File: src/rtl/ascon_pkg.sv
// Shared Ascon types, round-constant schedule and sequencer FSM encoding.
package ascon_pkg;

    localparam int unsigned ASCON_WORD_W     = 64;
    localparam int unsigned ASCON_NUM_WORDS  = 5;
    localparam int unsigned ASCON_MAX_ROUNDS = 16;
    localparam int unsigned ASCON_RC_W       = 8;
    localparam int unsigned ASCON_IDX_W      = 4;
    localparam int unsigned ASCON_RND_W      = 5;

    typedef logic [ASCON_WORD_W-1:0] ascon_word_t;
    typedef ascon_word_t [ASCON_NUM_WORDS-1:0] ascon_state_t;
    typedef logic [ASCON_RC_W-1:0] ascon_rc_t;

    // Index i holds the constant for round i of the full 16-round schedule.
    localparam ascon_rc_t ASCON_RC [ASCON_MAX_ROUNDS] = '{
        8'h3c, 8'h2d, 8'h1e, 8'h0f, 8'hf0, 8'he1, 8'hd2, 8'hc3,
        8'hb4, 8'ha5, 8'h96, 8'h87, 8'h78, 8'h69, 8'h5a, 8'h4b
    };

    typedef enum logic [1:0] {
        IDLE = 2'd0,
        RUN  = 2'd1,
        DONE = 2'd2
    } ascon_perm_fsm_e;

    function automatic ascon_word_t ror(input ascon_word_t x, input int unsigned n);
        return (x >> n) | (x << (ASCON_WORD_W - n));
    endfunction

endpackage

File: src/rtl/ascon_round.sv
// One combinational Ascon round: constant addition, bit-sliced S-box, diffusion.
module ascon_round
    import ascon_pkg::*;
(
    input  ascon_state_t state,
    input  ascon_rc_t    rc,
    output ascon_state_t result
);

    ascon_state_t sbox_out;

    // Bit-sliced 5-bit S-box applied to all 64 columns at once.
    always_comb begin
        ascon_word_t x0, x1, x2, x3, x4;
        ascon_word_t t0, t1, t2, t3, t4;
        x0 = state[0];
        x1 = state[1];
        x2 = state[2] ^ ascon_word_t'(rc);
        x3 = state[3];
        x4 = state[4];

        x0 = x0 ^ x4;
        x4 = x4 ^ x3;
        x2 = x2 ^ x1;
        t0 = ~x0 & x1;
        t1 = ~x1 & x2;
        t2 = ~x2 & x3;
        t3 = ~x3 & x4;
        t4 = ~x4 & x0;
        x0 = x0 ^ t1;
        x1 = x1 ^ t2;
        x2 = x2 ^ t3;
        x3 = x3 ^ t4;
        x4 = x4 ^ t0;
        x1 = x1 ^ x0;
        x0 = x0 ^ x4;
        x3 = x3 ^ x2;
        x2 = ~x2;

        sbox_out = '{x4, x3, x2, x1, x0};
    end

    linear_diffusion_layer u_ldl (
        .state  (sbox_out),
        .result (result)
    );

endmodule

File: src/rtl/linear_diffusion_layer.sv
// Ascon linear diffusion: each word XORed with two rotations of itself.
module linear_diffusion_layer
    import ascon_pkg::*;
(
    input  ascon_state_t state,
    output ascon_state_t result
);

    assign result[0] = state[0] ^ ror(state[0], 19) ^ ror(state[0], 28);
    assign result[1] = state[1] ^ ror(state[1], 61) ^ ror(state[1], 39);
    assign result[2] = state[2] ^ ror(state[2],  1) ^ ror(state[2],  6);
    assign result[3] = state[3] ^ ror(state[3], 10) ^ ror(state[3], 17);
    assign result[4] = state[4] ^ ror(state[4],  7) ^ ror(state[4], 41);

endmodule

File: src/rtl/ascon_permutation_seq.sv
// Iterative Ascon-p[rnd] sequencer: one round per clock between two valid/ready handshakes.
module ascon_permutation_seq
    import ascon_pkg::*;
(
    input  logic                   clk_i,
    input  logic                   rst_ni,
    input  logic                   valid_i,
    output logic                   ready_o,
    input  ascon_state_t           state_i,
    input  logic [ASCON_RND_W-1:0] rounds_i,
    output logic                   valid_o,
    input  logic                   ready_i,
    output ascon_state_t           state_o,
    output logic                   busy_o
);

    localparam logic [ASCON_IDX_W-1:0] IDX_LAST = ASCON_IDX_W'(ASCON_MAX_ROUNDS - 1);
    localparam logic [ASCON_RND_W-1:0] RND_MAX  = ASCON_RND_W'(ASCON_MAX_ROUNDS);

    ascon_perm_fsm_e        fsm_q, fsm_d;
    ascon_state_t           state_q, state_d, round_state;
    logic [ASCON_IDX_W-1:0] idx_q, idx_d;
    logic [ASCON_RND_W-1:0] rnd_q, rnd_d, rnd_sat;

    assign rnd_sat = (rounds_i > RND_MAX) ? RND_MAX : rounds_i;

    ascon_round u_round (
        .state  (state_q),
        .rc     (ASCON_RC[idx_q]),
        .result (round_state)
    );

    always_ff @(posedge clk_i or negedge rst_ni) begin
        if (!rst_ni) begin
            fsm_q   <= IDLE;
            state_q <= '0;
            idx_q   <= '0;
            rnd_q   <= '0;
        end else begin
            fsm_q   <= fsm_d;
            state_q <= state_d;
            idx_q   <= idx_d;
            rnd_q   <= rnd_d;
        end
    end

    // Index starts at 16-r so the last round always lands on index 15.
    always_comb begin
        fsm_d   = fsm_q;
        state_d = state_q;
        idx_d   = idx_q;
        rnd_d   = rnd_q;
        unique case (fsm_q)
            IDLE: begin
                if (valid_i) begin
                    state_d = state_i;
                    rnd_d   = rnd_sat;
                    idx_d   = ASCON_IDX_W'(RND_MAX - rnd_sat);
                    fsm_d   = (rnd_sat == '0) ? DONE : RUN;
                end
            end
            RUN: begin
                state_d = round_state;
                if (idx_q == IDX_LAST) begin
                    fsm_d = DONE;
                end else begin
                    idx_d = idx_q + ASCON_IDX_W'(1);
                end
            end
            DONE: begin
                if (ready_i) begin
                    fsm_d = IDLE;
                end
            end
            default: fsm_d = IDLE;
        endcase
    end

    assign ready_o = (fsm_q == IDLE);
    assign valid_o = (fsm_q == DONE);
    assign busy_o  = (fsm_q != IDLE);
    assign state_o = state_q;

    a_run_has_rounds: assert property (@(posedge clk_i) disable iff (!rst_ni)
        (fsm_q == RUN) |-> (rnd_q != '0));

endmodule
File: config.mk
export PLATFORM = sky130hd
export DESIGN_NAME = ascon_permutation_seq
export DESIGN_NICKNAME = d
export VERILOG_FILES = /design/src/rtl/ascon_pkg.sv /design/src/rtl/ascon_round.sv /design/src/rtl/linear_diffusion_layer.sv /design/src/rtl/ascon_permutation_seq.sv
export SDC_FILE = /design/constraint.sdc
export NUM_CORES = 2
export LEC_CHECK = 0
export CORE_ASPECT_RATIO = 0.75
export CORE_UTILIZATION = 35
export DETAILED_ROUTE_END_ITERATION = 6
export GPL_TIMING_DRIVEN = 0
export PLACE_DENSITY = 0.55
export SYNTH_ARGS = -nofsm -noshare
export SYNTH_HDL_FRONTEND = slang
export SYNTH_HIERARCHICAL = 1
export SYNTH_SLANG_ARGS = --single-unit
File: constraint.sdc
create_clock -name clk_i -period 7.25 [get_ports clk_i]
set_input_delay 1.45 -clock clk_i [delete_from_list [all_inputs] [get_ports clk_i]]
set_output_delay 1.45 -clock clk_i [all_outputs]
set_load 0.005 [all_outputs]
Word level (Yosys, flattened, before mapping)
Memory sizes are Yosys's and may differ from the RTL's.
Cells that the tools add are included.
{"block": "word_totals", "regBits": 326, "romBits": 128, "in_bits": 329, "out_inout_bits": 323, "mem_count": 1}
{"name": "(no name shown)", "depth": 16, "width": 8, "rd": 1, "rd_clocked_by_memory_dff": 0, "wr": 0, "line_no": "ascon_permutation_seq.sv:29", "source": ".rc (ASCON_RC[idx_q]),"}
{"block": "classes", "n_addsub": 2, "n_lt_le_gt_ge": 2, "eq_ne": 7, "mux": 13, "n_bitwise": 44, "reduce_logical": 7}
{"op": "$xor A64 B64 Y64", "n": 21}
{"op": "$pmux W320 S2", "n": 1}
{"op": "$not A64 Y64", "n": 6}
{"op": "$and A64 B64 Y64", "n": 5}
{"op": "$mux W320", "n": 1}
{"op": "$or A23 B64 Y64", "n": 1}
{"op": "$or A25 B64 Y64", "n": 1}
{"op": "$or A3 B64 Y64", "n": 1}
{"op": "$or A36 B64 Y64", "n": 1}
{"op": "$or A45 B64 Y64", "n": 1}
{"op": "$or A47 B64 Y64", "n": 1}
{"op": "$or A54 B64 Y64", "n": 1}
{"op": "$or A57 B64 Y64", "n": 1}
{"op": "$or A58 B64 Y64", "n": 1}
{"op": "$or A63 B64 Y64", "n": 1}
{"op": "$xor A64 B8 Y64", "n": 1}
{"op": "$mux W8", "n": 2}
{"op": "$mux W2", "n": 4}
{"op": "$mux W4", "n": 2}
{"op": "$pmux W4 S2", "n": 1}
{"op": "$ne A2 B2 Y1 const B", "n": 3}
{"op": "$pmux W2 S3", "n": 1}
{"op": "$reduce_and A3 Y1", "n": 2}
{"op": "$ge A5 B5 Y1 const B", "n": 1}
{"op": "13 further kinds", "n": 14}

Depth between registers and ports, before layout
{"block": "depth", "depth_word": 14, "mapped_depth": 9}

Modules after synthesis
The synthesis kept the hierarchy.
{"module": "ascon_permutation_seq", "n_inst": 1, "cells_per_inst": 1443, "area_per_inst_um2": 15591.2}
{"module": "ascon_round", "n_inst": 1, "cells_per_inst": 1152, "area_per_inst_um2": 8628.3}
{"module": "linear_diffusion_layer", "n_inst": 1, "cells_per_inst": 320, "area_per_inst_um2": 7618.6}

Worst setup path after synthesis
OpenSTA, ideal clock, no wires.
{"block": "synth_timing", "path_type": "input-to-reg", "start": "in rounds_i[4]", "end": "reg fsm_q[1]", "t_arrival_ps": 2440, "required_ps": 7168, "path_slack_ps": 4728, "stages": 6, "path_buffers": 0, "path_cell_list": "nand2b_1 -> ha_1 -> nor4b_1 -> nand2_1 -> mux2_2 -> o22ai_1"}
{"block": "synth_between", "elab_chain_cells": 6}
{"item": "start, declared", "line_no": "ascon_permutation_seq.sv:10", "source": "input logic [ASCON_RND_W-1:0] rounds_i,"}
{"item": "$gt A5 B5 Y1", "line_no": "ascon_permutation_seq.sv:25", "source": "assign rnd_sat = (rounds_i > RND_MAX) ? RND_MAX : rounds_i;"}
{"item": "$mux W5 *", "line_no": "ascon_permutation_seq.sv:25"}
{"item": "$logic_not A5 Y1 *", "line_no": "ascon_permutation_seq.sv:59", "source": "fsm_d = (rnd_sat == '0) ? DONE : RUN;"}
{"item": "$mux W2 *", "line_no": "ascon_permutation_seq.sv:59"}
{"item": "$mux W2 *", "line_no": "ascon_permutation_seq.sv:55", "source": "if (valid_i) begin"}
{"item": "$pmux W2 S3 *", "line_no": "ascon_permutation_seq.sv:53", "source": "unique case (fsm_q)"}
{"item": "end signal, assigned", "line_no": "ascon_permutation_seq.sv:40", "source": "fsm_q <= fsm_d;"}
{"item": "end, declared", "line_no": "ascon_permutation_seq.sv:20", "source": "ascon_perm_fsm_e fsm_q, fsm_d;"}
Mark *: on every way between the ends. The rest lies on a longest branch, timed or not. The select of a mux whose other input is x is not followed.
A chain may end at the register's enable or synchronous reset.

==> run summary <==
Post-Synth XOR/XNOR Area: 0.385
Flops & latches, synth: 326
Critical path endpoint category: register
CTS max path bufs: 3
Post-Syn Area: 31800 um2
Flip-flop and latch area: 8160 um2
Synth cell types: 41
Post-Synth Simple-Gate Area: 0.0636
Core Area: 89900 um2
Compound-gate portion of the synthesized area: 0.0626
Vias per inst: 5.42
First-pass GRT wire length: 220000 um
Detailed Place HPWL: 141000 um
GR Util All Layers: 0.357
Final wirelength: 168000 um
Mux share of post-synthesis cell area: 0.103
Chip width: 350 um
Most common cell in the netlist: nand2_1
Async set-reset flop share out of synthesis: 1.00
Sequential-to-total area share from yosys stat: 0.256
Die ar.: 92200 um2
Initial Util: 0.354
Adder-Cell Fraction of Synth Area: 0.0716
Detail Route Antenna Nets: 0
Num Clock Sinks: 326
CP required: 7.70 ns
Yosys top cell by area: dfrtp_1
Syn nets: 3375
Final worst path period share: 0.522
Post-Syn Instances: 2915
Share of layout cells above drive strength 1: 0.0467
Min Tclk post-route: 3.79 ns
Hold WC Path Type: reg2reg
Most used DFF post-synth: dfrtp_1
Slew Limit Fails: 0
Critical path type: reg2reg
CP Max Fanout: 5
Synth top area share: 0.256
Worst-Margin Slew: 1.39 ns
Port Buf Inserts: 651
Wire per inst: 34.5 um
Multi-input logic area: 21900 um2
Final core utilization: 0.461
Setup_tns: 0 ns
Clock skew: 0.0220 ns
Data arrival time of the critical path: 4.24 ns
DRT iter0 DRCs: 3083
RSZ-0062 raised after global routing: false
Die Span Y: 263 um
H-tree levels: 2
Clk_lat worst skew: 0.60 ns
Max Freq: 264 MHz
Area growth, synth to finish: 30.0%
Top cells by count, synth: 495 x nand2_1, 377 x o21ai_0, 329 x xnor2_1
Vias in the first global route: 24500
Post-route insts no fill: 4861
Hold Fails Final Rpt: 0
I/O Pins: 652
Syn Area/Cell: 10.9 um2
Rows: 95
Clock-pin slew on the worst setup and hold paths: 0.06 ns
Startpoint Class: register
CTS resizes: 0
Hold_buf cts: 0
Synth top area cells: dfrtp_1 26%, xor3_1 24%, mux2i_1 10%
WHS: 0.533 ns
CTS tree: built
Final setup viols: 0
Remaining global-route overflow: 0
Initial antenna violation count: 11
DRC: 0
Number of enable flip-flop cells after synthesis: 0
Status: finished clean
Yosys warnings: 6
DRT Pass-1 Iters: 6
CTS root buffer: clkbuf_16
Filler cells: 8567
Slew HR: 0.0661
Vias: 26300
Placed Cells: 4781
Num CTS Buffers: 43
Largest net degree at the start of global routing: 105
Routability cong.: 1.05
Largest family of logic cells by synthesized area: XOR/XNOR gates
Nets@finish: 4074
Max cap viols: 0
Postcts setup bufs: 0
cell families after synthesis:
family	count (synthesis)
simple gates	528
buf+inv	307
xor+xnor	841
compound gates	389
fa+ha+maj	195
flops	326
mux	329
through the flow:
stage               instance area, um2  setup WS, ns
floorplan                        31800          4.73
global placement                 39900        -11.55
detailed placement               40000          3.60
CTS                              41400          3.60
global route                     41400          3.43
finish                           41400          3.46
worst max-delay path: stages (launching register included):
cell and delay [ns]:
dfrtp_1 0.50, ha_1 0.51, xor2_1 0.26, ha_1 0.28
xor2_1 0.28, xnor2_1 0.96, xor3_1 0.62, mux2i_1 0.15
o21ai_0 0.08
routing by layer:
layer,vias to the layer above,routed length (um),part of all wire,GRT usage
li1,11200,-,-,-
met1,13400,69500,0.41,0.490
met2,1536,72700,0.43,0.536
met3,218,20000,0.12,0.113
met4,14,5420,0.032,0.102
met5,-,84,0.00050,0
registers in the layout, indices dropped and copies added (netlist names):
signal   count
fsm_q        2
idx_q        4
state_o    320
placed cells by master (no fill, tap or decap), types with 4 or more instances in the layout:
cell type	n
xnor2_1	327
dfrtp_1	326
buf_6	38
clkdlybuf4s50_1	650
xor2_1	183
ha_1	131
nand2_1	495
clkbuf_16	43
mux2i_1	328
bufinv_16	4
clkbuf_1	38
clkbuf_8	22
clkinv_2	5
xor2_2	9
buf_8	20
maj3_1	64
xor3_1	317
nor2_1	19
clkbuf_2	4
o21ai_0	377
inv_1	198
diode_2	7
layout make-up:
cell class / instances / share of cell area
Antenna cell: 7 / 0.000423
Buffer: 109 / 0.0266
Clock buffer: 62 / 0.0299
Clock inverter: 11 / 0.00390
Inverter: 198 / 0.0180
Multi-Input combinational cell: 2282 / 0.528
Sequential cell: 326 / 0.197
Tap cell: 1212 / 0.0366
Timing Repair Buffer: 654 / 0.160
final timing paths:
kind | start | endpoint | slack, ns | cells past startpoint
hold reg to reg | state_o[128]$_DFFE_PN0P_ | state_o[128]$_DFFE_PN0P_ | 0.53 | 2
setup / recovery | idx_q[2]$_DFFE_PN0P_ | state_o[246]$_DFFE_PN0P_ | 3.46 | 8
min in group asynchronous | rst_ni | state_o[243]$_DFFE_PN0P_ | 0.75 | 1
max in group asynchronous | rst_ni | state_o[285]$_DFFE_PN0P_ | 5.06 | 3
hold / removal | state_o[128]$_DFFE_PN0P_ | state_o[128]$_DFFE_PN0P_ | 0.53 | 2
setup reg to reg | idx_q[2]$_DFFE_PN0P_ | state_o[246]$_DFFE_PN0P_ | 3.46 | 8
Power is left out: the tool's default activity adds up to more than one toggle a clock period on the data nets, which glitch-free logic cannot reach.
